### src/rtl/bus_arbiter.sv
// Two-requester round-robin arbiter in front of a single shared memory port.
// Write completions are broadcast on the snoop outputs for coherence.
module bus_arbiter #(
    parameter int ADDR_W = 9,
    parameter int DATA_W = 16
) (
    input  logic              clk,
    input  logic              reset_n,
    input  logic              req_a,
    input  logic              req_b,
    input  logic              wr_a,
    input  logic              wr_b,
    input  logic [ADDR_W-1:0] addr_a,
    input  logic [ADDR_W-1:0] addr_b,
    input  logic [DATA_W-1:0] wdata_a,
    input  logic [DATA_W-1:0] wdata_b,
    output logic              gnt_a,
    output logic              gnt_b,
    output logic              ack_a,
    output logic              ack_b,
    output logic [DATA_W-1:0] rdata_a,
    output logic [DATA_W-1:0] rdata_b,
    output logic              mem_read,
    output logic              mem_write,
    output logic [ADDR_W-1:0] mem_addr,
    output logic [DATA_W-1:0] mem_wdata,
    input  logic [DATA_W-1:0] mem_rdata,
    input  logic              mem_ready,
    output logic              snoop_valid,
    output logic              snoop_src,
    output logic [ADDR_W-1:0] snoop_addr
);

    typedef enum logic [1:0] {IDLE, BUSY, RESP} state_t;

    state_t            r_state;
    logic              r_prio;
    logic              r_owner;
    logic              r_wr;
    logic              r_gnt_a;
    logic              r_gnt_b;
    logic              r_ack_a;
    logic              r_ack_b;
    logic              r_mem_read;
    logic              r_mem_write;
    logic              r_snoop_valid;
    logic              r_snoop_src;
    logic [ADDR_W-1:0] r_mem_addr;
    logic [ADDR_W-1:0] r_snoop_addr;
    logic [DATA_W-1:0] r_mem_wdata;
    logic [DATA_W-1:0] r_rdata_a;
    logic [DATA_W-1:0] r_rdata_b;

    logic              w_pick_b;
    logic              w_sel_wr;
    logic [ADDR_W-1:0] w_sel_addr;
    logic [DATA_W-1:0] w_sel_wdata;

    // B wins when it asks alone, or when both ask and the pointer favours B.
    assign w_pick_b    = req_b & (~req_a | r_prio);
    assign w_sel_wr    = w_pick_b ? wr_b    : wr_a;
    assign w_sel_addr  = w_pick_b ? addr_b  : addr_a;
    assign w_sel_wdata = w_pick_b ? wdata_b : wdata_a;

    always_ff @(posedge clk or negedge reset_n) begin
        if (!reset_n) begin
            r_state       <= IDLE;
            r_prio        <= 1'b0;
            r_owner       <= 1'b0;
            r_wr          <= 1'b0;
            r_gnt_a       <= 1'b0;
            r_gnt_b       <= 1'b0;
            r_ack_a       <= 1'b0;
            r_ack_b       <= 1'b0;
            r_mem_read    <= 1'b0;
            r_mem_write   <= 1'b0;
            r_snoop_valid <= 1'b0;
            r_snoop_src   <= 1'b0;
            r_mem_addr    <= '0;
            r_snoop_addr  <= '0;
            r_mem_wdata   <= '0;
            r_rdata_a     <= '0;
            r_rdata_b     <= '0;
        end else begin
            case (r_state)
                IDLE: begin
                    if (req_a || req_b) begin
                        r_state     <= BUSY;
                        r_owner     <= w_pick_b;
                        r_wr        <= w_sel_wr;
                        r_mem_addr  <= w_sel_addr;
                        r_mem_wdata <= w_sel_wdata;
                        r_mem_read  <= ~w_sel_wr;
                        r_mem_write <= w_sel_wr;
                        r_gnt_a     <= ~w_pick_b;
                        r_gnt_b     <= w_pick_b;
                    end
                end
                BUSY: begin
                    // Command stays on the bus, untouched by any input, until memory answers.
                    if (mem_ready) begin
                        r_state       <= RESP;
                        r_mem_read    <= 1'b0;
                        r_mem_write   <= 1'b0;
                        r_snoop_valid <= r_wr;
                        if (r_owner) begin
                            r_rdata_b <= mem_rdata;
                            r_ack_b   <= 1'b1;
                        end else begin
                            r_rdata_a <= mem_rdata;
                            r_ack_a   <= 1'b1;
                        end
                        if (r_wr) begin
                            r_snoop_src  <= r_owner;
                            r_snoop_addr <= r_mem_addr;
                        end
                    end
                end
                RESP: begin
                    r_state       <= IDLE;
                    r_ack_a       <= 1'b0;
                    r_ack_b       <= 1'b0;
                    r_snoop_valid <= 1'b0;
                    r_gnt_a       <= 1'b0;
                    r_gnt_b       <= 1'b0;
                    r_prio        <= ~r_owner;
                end
                default: r_state <= IDLE;
            endcase
        end
    end

    assign gnt_a       = r_gnt_a;
    assign gnt_b       = r_gnt_b;
    assign ack_a       = r_ack_a;
    assign ack_b       = r_ack_b;
    assign rdata_a     = r_rdata_a;
    assign rdata_b     = r_rdata_b;
    assign mem_read    = r_mem_read;
    assign mem_write   = r_mem_write;
    assign mem_addr    = r_mem_addr;
    assign mem_wdata   = r_mem_wdata;
    assign snoop_valid = r_snoop_valid;
    assign snoop_src   = r_snoop_src;
    assign snoop_addr  = r_snoop_addr;

endmodule
### config.mk
export PLATFORM = sky130hd
export DESIGN_NAME = bus_arbiter
export DESIGN_NICKNAME = d
export VERILOG_FILES = /design/src/rtl/bus_arbiter.sv
export SDC_FILE = /design/constraint.sdc
export NUM_CORES = 1
export LEC_CHECK = 0
export BUFFER_PORTS_ARGS = -buffer_cell sky130_fd_sc_hd__buf_4
export CELL_PAD_IN_SITES_DETAIL_PLACEMENT = 2
export CELL_PAD_IN_SITES_GLOBAL_PLACEMENT = 2
export CORE_UTILIZATION = 26
export DETAILED_ROUTE_END_ITERATION = 16
export PLACE_DENSITY = 0.87
export SKIP_CTS_REPAIR_TIMING = 1
export SLEW_MARGIN = 20
export SYNTH_ARGS = -nofsm -noshare
export SYNTH_HDL_FRONTEND = slang
export SYNTH_SLANG_ARGS = --single-unit
### constraint.sdc
create_clock -name clk -period 1.67 [get_ports clk]
set_clock_uncertainty 0.15 [all_clocks]
set_input_delay 0 -clock clk [delete_from_list [all_inputs] [get_ports clk]]
set_output_delay 0 -clock clk [all_outputs]
set_load 0.005 [all_outputs]
==> results of run 1 <==
[registers in the layout, summed over array words and instances, names as in the netlist, 2 cells and up]
name / count
mem_addr: 9
mem_wdata: 16
r_state: 2
rdata_a: 16
rdata_b: 16
snoop_addr: 9
[logic make-up after synthesis]
kind of cell           count (synthesis)  synth area share
AO/OA/AOI/OAI                         91             0.153
flip-flops                            79             0.581
AND/OR/NAND/NOR                       47            0.0798
multiplexers                          42             0.149
buffers and inverters                 24            0.0364
[synth_stat cells (all sizes together)]
library cell  instances  area share
mux2                 42        0.15
a21o                  1      0.0022
a2bb2oi               1      0.0026
nand3                25       0.037
a31oi                26       0.048
o22a                  1      0.0026
nor2b                 3      0.0055
a21oi                26       0.038
nand3b                1      0.0059
buf                  13       0.024
a22oi                 1      0.0022
o211ai                1      0.0022
nor2                  5       0.011
nand2b                3      0.0055
inv                   3      0.0033
o2bb2ai               1      0.0026
clkbuf                8      0.0088
or2                   2      0.0037
o21ai                31       0.046
dfrtp                79        0.58
a32o                  1      0.0029
a311oi                1      0.0044
nand2                 8       0.012
[power breakdown]
part / switching [uW] / total, uW / internal (uW)
Clock: 753 / 1940 / 1190
Sequential: 680 / 3570 / 2890
Combinational: 1760 / 4190 / 2430
Total: 3190 / 9710 / 6520
[critical path, stage by stage, from the launching register on]
cell     delay, ps
dfrtp_1        460
buf_4          190
nor2_2         160
buf_6          220
a21oi_1        120
a31oi_1        190
[per-stage QoR]
stage | cells | utilization | total power (uW) | hold WS [ps] | setup slack [ps]
after floorplan | 283 | - | 5250 | -446 | 40.8
after global placement | 593 | 0.375 | 7330 | -287 | 123
after detailed placement | 593 | 0.375 | 7590 | -283 | 51.2
after CTS | 609 | 0.398 | 9580 | -651 | 49.2
after global routing | 684 | 0.458 | 10300 | 0.644 | 1.43
final | 684 | 0.458 | 9710 | -50.2 | 76.2
[path summary, 6_finish.rpt]
path	start	end	slack, ps	depth (start not counted)
min in group asynchronous	reset_n	mem_read	60	3
max in group asynchronous	reset_n	mem_wdata[1]	370	3
min	req_a	gnt_b	-50	4
max	r_state[0]	mem_wdata[3]	80	5
min reg2reg	ack_b	ack_b	330	2
max reg2reg	r_state[0]	mem_wdata[3]	80	5
[cell usage in the layout, fill, tap and decap left out, types with 2 or more instances in the layout]
| master | count |
|---|---|
| a21oi_1 | 26 |
| a31oi_1 | 26 |
| buf_12 | 4 |
| buf_4 | 154 |
| clkbuf_1 | 2 |
| clkbuf_16 | 9 |
| clkinv_2 | 3 |
| dfrtp_1 | 79 |
| dlygate4sd3_1 | 74 |
| inv_1 | 2 |
| mux2_1 | 2 |
| mux2_2 | 31 |
| mux2_4 | 9 |
| nand2_1 | 6 |
| nand2b_1 | 3 |
| nand3_1 | 25 |
| nor2_1 | 2 |
| nor2_4 | 2 |
| nor2b_1 | 2 |
| o21ai_0 | 31 |
[layout make-up]
| cell class | instances | area (um^2) | area share |
|---|---|---|---|
| timing repair buffer | 233 | 1990 | 0.343 |
| sequential | 79 | 1980 | 0.341 |
| multi-input combinational | 180 | 1320 | 0.227 |
| clock buffer | 12 | 246 | 0.0425 |
| tap | 172 | 215 | 0.0371 |
| clock inverter | 4 | 45.0 | 0.00776 |
| inverter | 3 | 11.3 | 0.00194 |
| antenna | 1 | 2.50 | 0.000431 |
[layer usage]
layer  track usage  vias to the layer above  routed length [um]
met3        0.0514                       33                 626
met4        0.0556                        0                 394
li1              -                     1480                   -
met5             0                        -                   0
met2         0.305                      114                7430
met1         0.193                     1658                4940
==> qor.yml, run 1 <==
status: "complete, but fails checks"
violations: "negative hold slack"
grt_pass1_wl_um: 17100
maxCapViolCount: 0
h-tree-depth: 3
grt_use_total: 0.170
finalCritPeriodShare: 0.954
grt_pass1_vias: 3254
synth_seq_cells: 79
die_h_um: 116
grt_max_degree: 49
start_util: 0.268
final_max_slew_viol_count: 0
p_per_area_mw_per_mm2: 1670
antenna_left: 0
area_growth_pct: 70.6
cts_tree: "done"
core_mm2: 0.0127
dieArea_mm2: 0.0135
yosysSeqAreaShare: 0.581
drc_errors: 0
die_x_um: 116
avgRoutedWirePerCell_um: 19.6
rsz0062_at_grt: "false"
cts_buffers: 9
ys_warn_count: 0
netlist_instances: 283
worstPathMaxFanout: 19
fill_cells: 1312
stdcell_area_mm2: 0.00580
p_leak_uw: 0.00264
hold-worst-slack_ps: -50.2
ios: 147
insertion_delay_ps: 340
final.setup.tns_ps: 0
antenna_found_initial: 1
place_hpwl_um: 8160
viasPerCell: 4.80
drive_gt1_frac: 0.436
place_area_mm2: 0.00475
syn-num-nets: 356
slew_headroom: 0.621
cp-end-kind: "flop"
port-buffer-count: 146
drt_iter0_drc: 96
syn_avg_cell_area_um2: 12.0
path_clk_slew_ps: 60
start_kind: "flop"
worst-setup-path-type: "flop to flop"
vias: 3285
setup_viol: 0
worstHoldPathType: "primary input to flop"
first_pass_iters: 4
placement_rows: 41
gr-total-overflow: 0
synth_cell_type_count: 34
arrival_ps: 1700
ir_worst_vdd_mv: 0.647
tightestPinTransition_ps: 567
cts_buffer_depth: 2
post-route-min-period_ps: 1590
cts.sinks: 79
finalWirelength_um: 13400
clockRootBuffer: "clkbuf_16"
max_freq_mhz: 627
cp_data_required_time_ps: 1770
layout.nets: 579
hold_violations: 1
finalWeightedCongestion: 0.723
synth_area_mm2: 0.00340
Power figures use the tool's default switching activity.
==> run 2: changes to the inputs <==
--- a/config.mk
+++ b/config.mk
@@ -5,12 +5,14 @@
 export SDC_FILE = /design/constraint.sdc
 export NUM_CORES = 1
 export LEC_CHECK = 0
+export ABC_AREA = 1
 export BUFFER_PORTS_ARGS = -buffer_cell sky130_fd_sc_hd__buf_4
 export CELL_PAD_IN_SITES_DETAIL_PLACEMENT = 2
 export CELL_PAD_IN_SITES_GLOBAL_PLACEMENT = 2
-export CORE_UTILIZATION = 26
+export CORE_UTILIZATION = 23
 export DETAILED_ROUTE_END_ITERATION = 16
-export PLACE_DENSITY = 0.87
+export PLACE_DENSITY = 0.86
+export RECOVER_POWER = 100
 export SKIP_CTS_REPAIR_TIMING = 1
 export SLEW_MARGIN = 20
 export SYNTH_ARGS = -nofsm -noshare
==> run 2 against run 1 <==
The run still ends with negative hold slack left. Sequential share of layout area is 2.0 points higher. Count of clock-buffer cells in the layout shrank 3. Flip-flop and latch count unchanged. Register-to-register slack better by 30 ps. Synthesized cell count up 27%. Area after synthesis is 5.0% lower. Highest routed layer unchanged.
==> qor.yml, run 2 <==
cts.sinks: 79
antennaDiodeCount: 0
cts_tree: "done"
yosys.area.top_type: "dfrtp_1"
place_hpwl_um: 8650
maxCapViolCount: 0
placement_rows: 42
avgRoutedWirePerCell_um: 19.3
p_sw_frac: 0.382
p_leak_uw: 0.00276
max_freq_mhz: 640
tightestPinTransition_ps: 1120
internal-power_uw: 5650
dieArea_mm2: 0.0145
p_comb_frac: 0.386
hold_violations: 4
final_max_slew_viol_count: 0
place_area_mm2: 0.00456
insertion_delay_ps: 350
post-route-min-period_ps: 1560
p_sw_uw: 3500
worst-setup-path-type: "flop to flop"
die_x_um: 121
synth.most_common_cell: "nand2_1"
final-seq-area_mm2: 0.00198
core_mm2: 0.0135
synth_top_cell_area_share: 0.612
setup_viol: 0
cts_buffers: 9
syn_avg_cell_area_um2: 8.97
viasPerCell: 4.57
drive_gt1_frac: 0.265
status: "complete, but fails checks"
h-tree-depth: 3
ios: 147
cp_data_required_time_ps: 1790
ir_worst_vdd_mv: 0.688
area_growth_pct: 69.5
seqPwrFrac: 0.386
drc_errors: 0
grt_pass1_wl_um: 18700
start_kind: "flop"
finalCritPeriodShare: 0.936
cts_buffer_depth: 2
drt_iter0_drc: 124
worstHoldPathType: "primary input to flop"
utilization: 0.407
layout_commonest_cell: "nand2_1"
die_h_um: 121
path_clk_slew_ps: 60
synth_area_leaders: "dfrtp_1 (61%), nand2_1 (14%), nand3_1 (10%)"
arrival_ps: 1680
synth_seq_cells: 79
yosysSeqAreaShare: 0.612
vias: 3478
clockRootBuffer: "clkbuf_16"
first_pass_iters: 4
stdcell_area_mm2: 0.00548
ys.flop_type: "dfrtp_1"
synth_common_cells: "nand2_1 (122), dfrtp_1 (79), nand3_1 (65)"
fill_cells: 1489
final_cell_mix: "nand2_1 (125), dfrtp_1 (79), buf_4 (75)"
ys_warn_count: 0
grt_max_degree: 43
violations: "negative hold slack"
synth_area_mm2: 0.00323
worstPathMaxFanout: 25
async_flop_share: 1.00
multi_input_area_mm2: 0.00103
slew_headroom: 0.250
grt_use_total: 0.171
hold-worst-slack_ps: -20.9
syn-num-nets: 433
antenna_found_initial: 0
start_util: 0.240
gr-total-overflow: 0
finalWirelength_um: 14700
netlist_instances: 360
layout.nets: 653
antenna_left: 0
finalWeightedCongestion: 0.739
grt_pass1_vias: 3546
synth_cell_type_count: 19
pwr-share-clk: 0.228
cp-end-kind: "flop"
port-buffer-count: 146
p_per_area_mw_per_mm2: 1670
synth_edf_count: 0
## run 2: cell types whose count changed after synthesis, sizes merged, moves of 4 or more
cell	previous run	this run
nand2	8	126
mux2	42	0
nand3	25	66
a31oi	26	0
a21oi	26	1
inv	3	27
clkbuf	8	4
o21ai	31	35
## run 2: per-layer routing
metal	global-route usage	vias to the layer above	part of all wire
met5	0	-	0
met4	0.0432	0	0.016
met3	0.0811	19	0.071
li1	-	1595	-
met2	0.300	155	0.53
met1	0.184	1709	0.38
## run 2: cells by family (layout without fill, tap and decap cells)
group	after synthesis	after routing	share of synthesized area
compound gates	37	37	0.0581
buf+inv	46	271	0.0666
flops	79	79	0.612
simple gates	198	198	0.263
## run 2: worst paths after layout
check | start | endpoint | slack (ps) | depth (start not counted)
setup / recovery | r_state[0] | mem_addr[3] | 110 | 6
hold / removal | req_a | mem_read | -20 | 5
setup reg to reg | r_state[0] | mem_addr[3] | 110 | 6
hold reg to reg | ack_a | ack_a | 330 | 2
max in group asynchronous | reset_n | rdata_a[7] | 230 | 3
min in group asynchronous | reset_n | mem_wdata[10] | 290 | 2
## run 2: critical path: stages (launching register included)
cell	delay (ps)
dfrtp_1	420
inv_1	110
nand2_1	80
nor2_2	250
buf_12	220
nand3_1	110
nand3_1	140
## run 2: power groups by stage
stage	Sequential (uW)	Combinational, uW	Clock [uW]
after floorplan	3410	1420	0
after global placement	3480	3340	0
after detailed placement	3530	3550	0
after CTS	3510	3590	2150
after global routing	3640	3930	2220
final	3530	3530	2090
## run 2: per-stage QoR
step | hold WS, ps | total power (uW) | TNS [ps] | std cells | setup WS, ps
finish | -20.9 | 9150 | 0 | 761 | 107
global route | -0.392 | 9780 | -5.78 | 761 | -5.78
CTS | -483 | 9250 | 0 | 689 | 85.2
detailed placement | -101 | 7070 | 0 | 673 | 110
global placement | -111 | 6820 | 0 | 673 | 241
floorplan | -446 | 4830 | 0 | 360 | 408
## run 2: layout make-up
cell class	instances	area share
Clock inverter	7	0.0153
Clock buffer	9	0.0411
Tap cell	176	0.0402
Multi-Input combinational cell	235	0.188
Timing Repair Buffer	228	0.335
Sequential cell	79	0.361
Inverter	27	0.0185
==> run 3: changes to the inputs <==
--- a/config.mk
+++ b/config.mk
@@ -9,9 +9,9 @@
 export BUFFER_PORTS_ARGS = -buffer_cell sky130_fd_sc_hd__buf_4
 export CELL_PAD_IN_SITES_DETAIL_PLACEMENT = 2
 export CELL_PAD_IN_SITES_GLOBAL_PLACEMENT = 2
-export CORE_UTILIZATION = 23
+export CORE_UTILIZATION = 28
 export DETAILED_ROUTE_END_ITERATION = 16
-export PLACE_DENSITY = 0.86
+export PLACE_DENSITY = 0.95
 export RECOVER_POWER = 100
 export SKIP_CTS_REPAIR_TIMING = 1
 export SLEW_MARGIN = 20
==> constraint.sdc (replaced) <==
create_clock -name clk -period 1.9 [get_ports clk]
set_clock_uncertainty 0.15 [all_clocks]
set_input_delay 0 -clock clk [delete_from_list [all_inputs] [get_ports clk]]
set_output_delay 0 -clock clk [all_outputs]
set_load 0.005 [all_outputs]
==> run 3 against run 2 <==
The flow finishes with violations (negative setup slack). Utilization rose by 7.9 points. Via count rose by 2.0%. Clock power fell by 10%. Non-clock buffer count fell by 5. Power fell by 11%. Largest power group unchanged. Sequential power fell by 10%. Maximum frequency fell by 20%. Sequential share of layout area rose by 0.78 points. Cell area fell by 2.1%. Final cell count fell by 5.4%.
==> qor.yml, run 3 (synthesis results as in run 2) <==
area_growth_pct: 65.9
p_comb_frac: 0.379
layout_commonest_cell: "nand2_1"
hold_start: "wr_b"
antenna_left: 0
port-buffer-count: 146
r2r-end: "mem_write"
die_x_um: 109
setup_viol: 2
h-tree-depth: 3
tightestPinTransition_ps: 842
grt_use_total: 0.199
place_area_mm2: 0.00444
gr-total-overflow: 0
r2r_start: "r_prio"
p_leak_uw: 0.00273
status: "complete, but fails checks"
dieArea_mm2: 0.0120
worst-setup-path-type: "flop to flop"
dp_cells: 632
seqPwrFrac: 0.389
core_mm2: 0.0110
layout.nets: 648
place_hpwl_um: 8320
cts_tree: "done"
grt_pass1_vias: 3556
p_sw_uw: 3150
ir_worst_vdd_mv: 0.619
arrival_ps: 2020
final.setup.tns_ps: -77.8
stdcell_count: 720
grt_pass1_wl_um: 18100
avgRoutedWirePerCell_um: 21.1
start_util: 0.293
hold_violations: 0
final_max_slew_viol_count: 0
start_kind: "flop"
violations: "negative setup slack"
worstPathMaxFanout: 27
min_path_cells: 5
grt_max_degree: 49
p_sw_frac: 0.388
maxCapViolCount: 0
setup_ws_ps: -58.2
drive_gt1_frac: 0.254
ios: 147
clockRootBuffer: "clkbuf_16"
worstHoldPathType: "primary input to flop"
ff2ff_path_depth: 7
antenna_found_initial: 1
finalWirelength_um: 15200
stdcell_area_mm2: 0.00536
placement_rows: 38
path_clk_slew_ps: 70
reg2reg_setup_slack_ps: -60
finalCritPeriodShare: 1.03
drt_iter0_drc: 119
hold_end: "r_wr"
pwr-share-clk: 0.232
internal-power_uw: 4960
vias: 3548
max_freq_mhz: 511
die_h_um: 109
insertion_delay_ps: 340
cp-end-kind: "flop"
post-route-min-period_ps: 1960
first_pass_iters: 4
cts_buffer_depth: 2
cts_buffers: 9
slew_headroom: 0.439
drc_errors: 0
cts.sinks: 79
viasPerCell: 4.93
crit_path_start: "r_prio"
final_cell_mix: "nand2_1 (123), dfrtp_1 (79), buf_4 (75)"
cp_data_required_time_ps: 1960
p_per_area_mw_per_mm2: 1510
finalWeightedCongestion: 0.742
[run 3: cell count changes in the layout (fill, tap and decap cells not counted), sizes merged]
| cell | previous run | this run |
|---|---|---|
| clkinv | 0 | 3 |
| diode | 0 | 1 |
| inv | 32 | 27 |
| clkbuf | 85 | 84 |
| bufinv | 1 | 2 |
| buf | 80 | 76 |
[run 3: cell type report]
type                            instances  area [um^2]
Antenna cell                            1         2.50
Clock buffer                            9          225
Clock inverter                          6         86.3
Fill cell                            1196         5670
Inverter                               27          101
Multi-Input combinational cell        235         1040
Sequential cell                        79         1980
Tap cell                              140          175
Timing Repair Buffer                  223         1750
[run 3: critical path: stages, from the launching register on]
cell     delay [ps]
dfrtp_1         380
inv_1            80
nand2_1         130
nand2_2         140
buf_2           520
nand2_1         150
nand3_1         180
nand2_1          90
[run 3: worst max-delay path by stage]
stage / endpoint / slack, ps / cells past startpoint
finish: mem_write / -60 / 7
global route: mem_write / -100 / 7
CTS: rdata_a[4] / 100 / 5
detailed placement: rdata_a[8] / 180 / 5
global placement: rdata_a[14] / 300 / 6
floorplan: rdata_b[10] / 640 / 7
[run 3: layer usage]
metal,track usage,part of all wire
met5,0,0
met1,0.219,0.40
met3,0.0723,0.066
met4,0.0676,0.023
met2,0.352,0.51
[run 3: per-stage QoR]
step	setup slack, ps	utilization	hold slack, ps	total power (uW)
2_1_floorplan	638	-	-446	4250
3_3_place_gp	299	0.402	-174	5860
3_5_place_dp	175	0.402	-165	6100
4_1_cts	101	0.431	-519	8000
5_1_grt	-103	0.486	68.0	8630
6_report	-58.2	0.486	47.2	8110
[run 3: power by group through the flow]
stage | Clock, uW | Combinational, uW | Sequential, uW
finish | 1880 | 3070 | 3160
global route | 1980 | 3410 | 3230
CTS | 1890 | 3030 | 3080
detailed placement | 0 | 3000 | 3100
global placement | 0 | 2820 | 3040
floorplan | 0 | 1250 | 2990
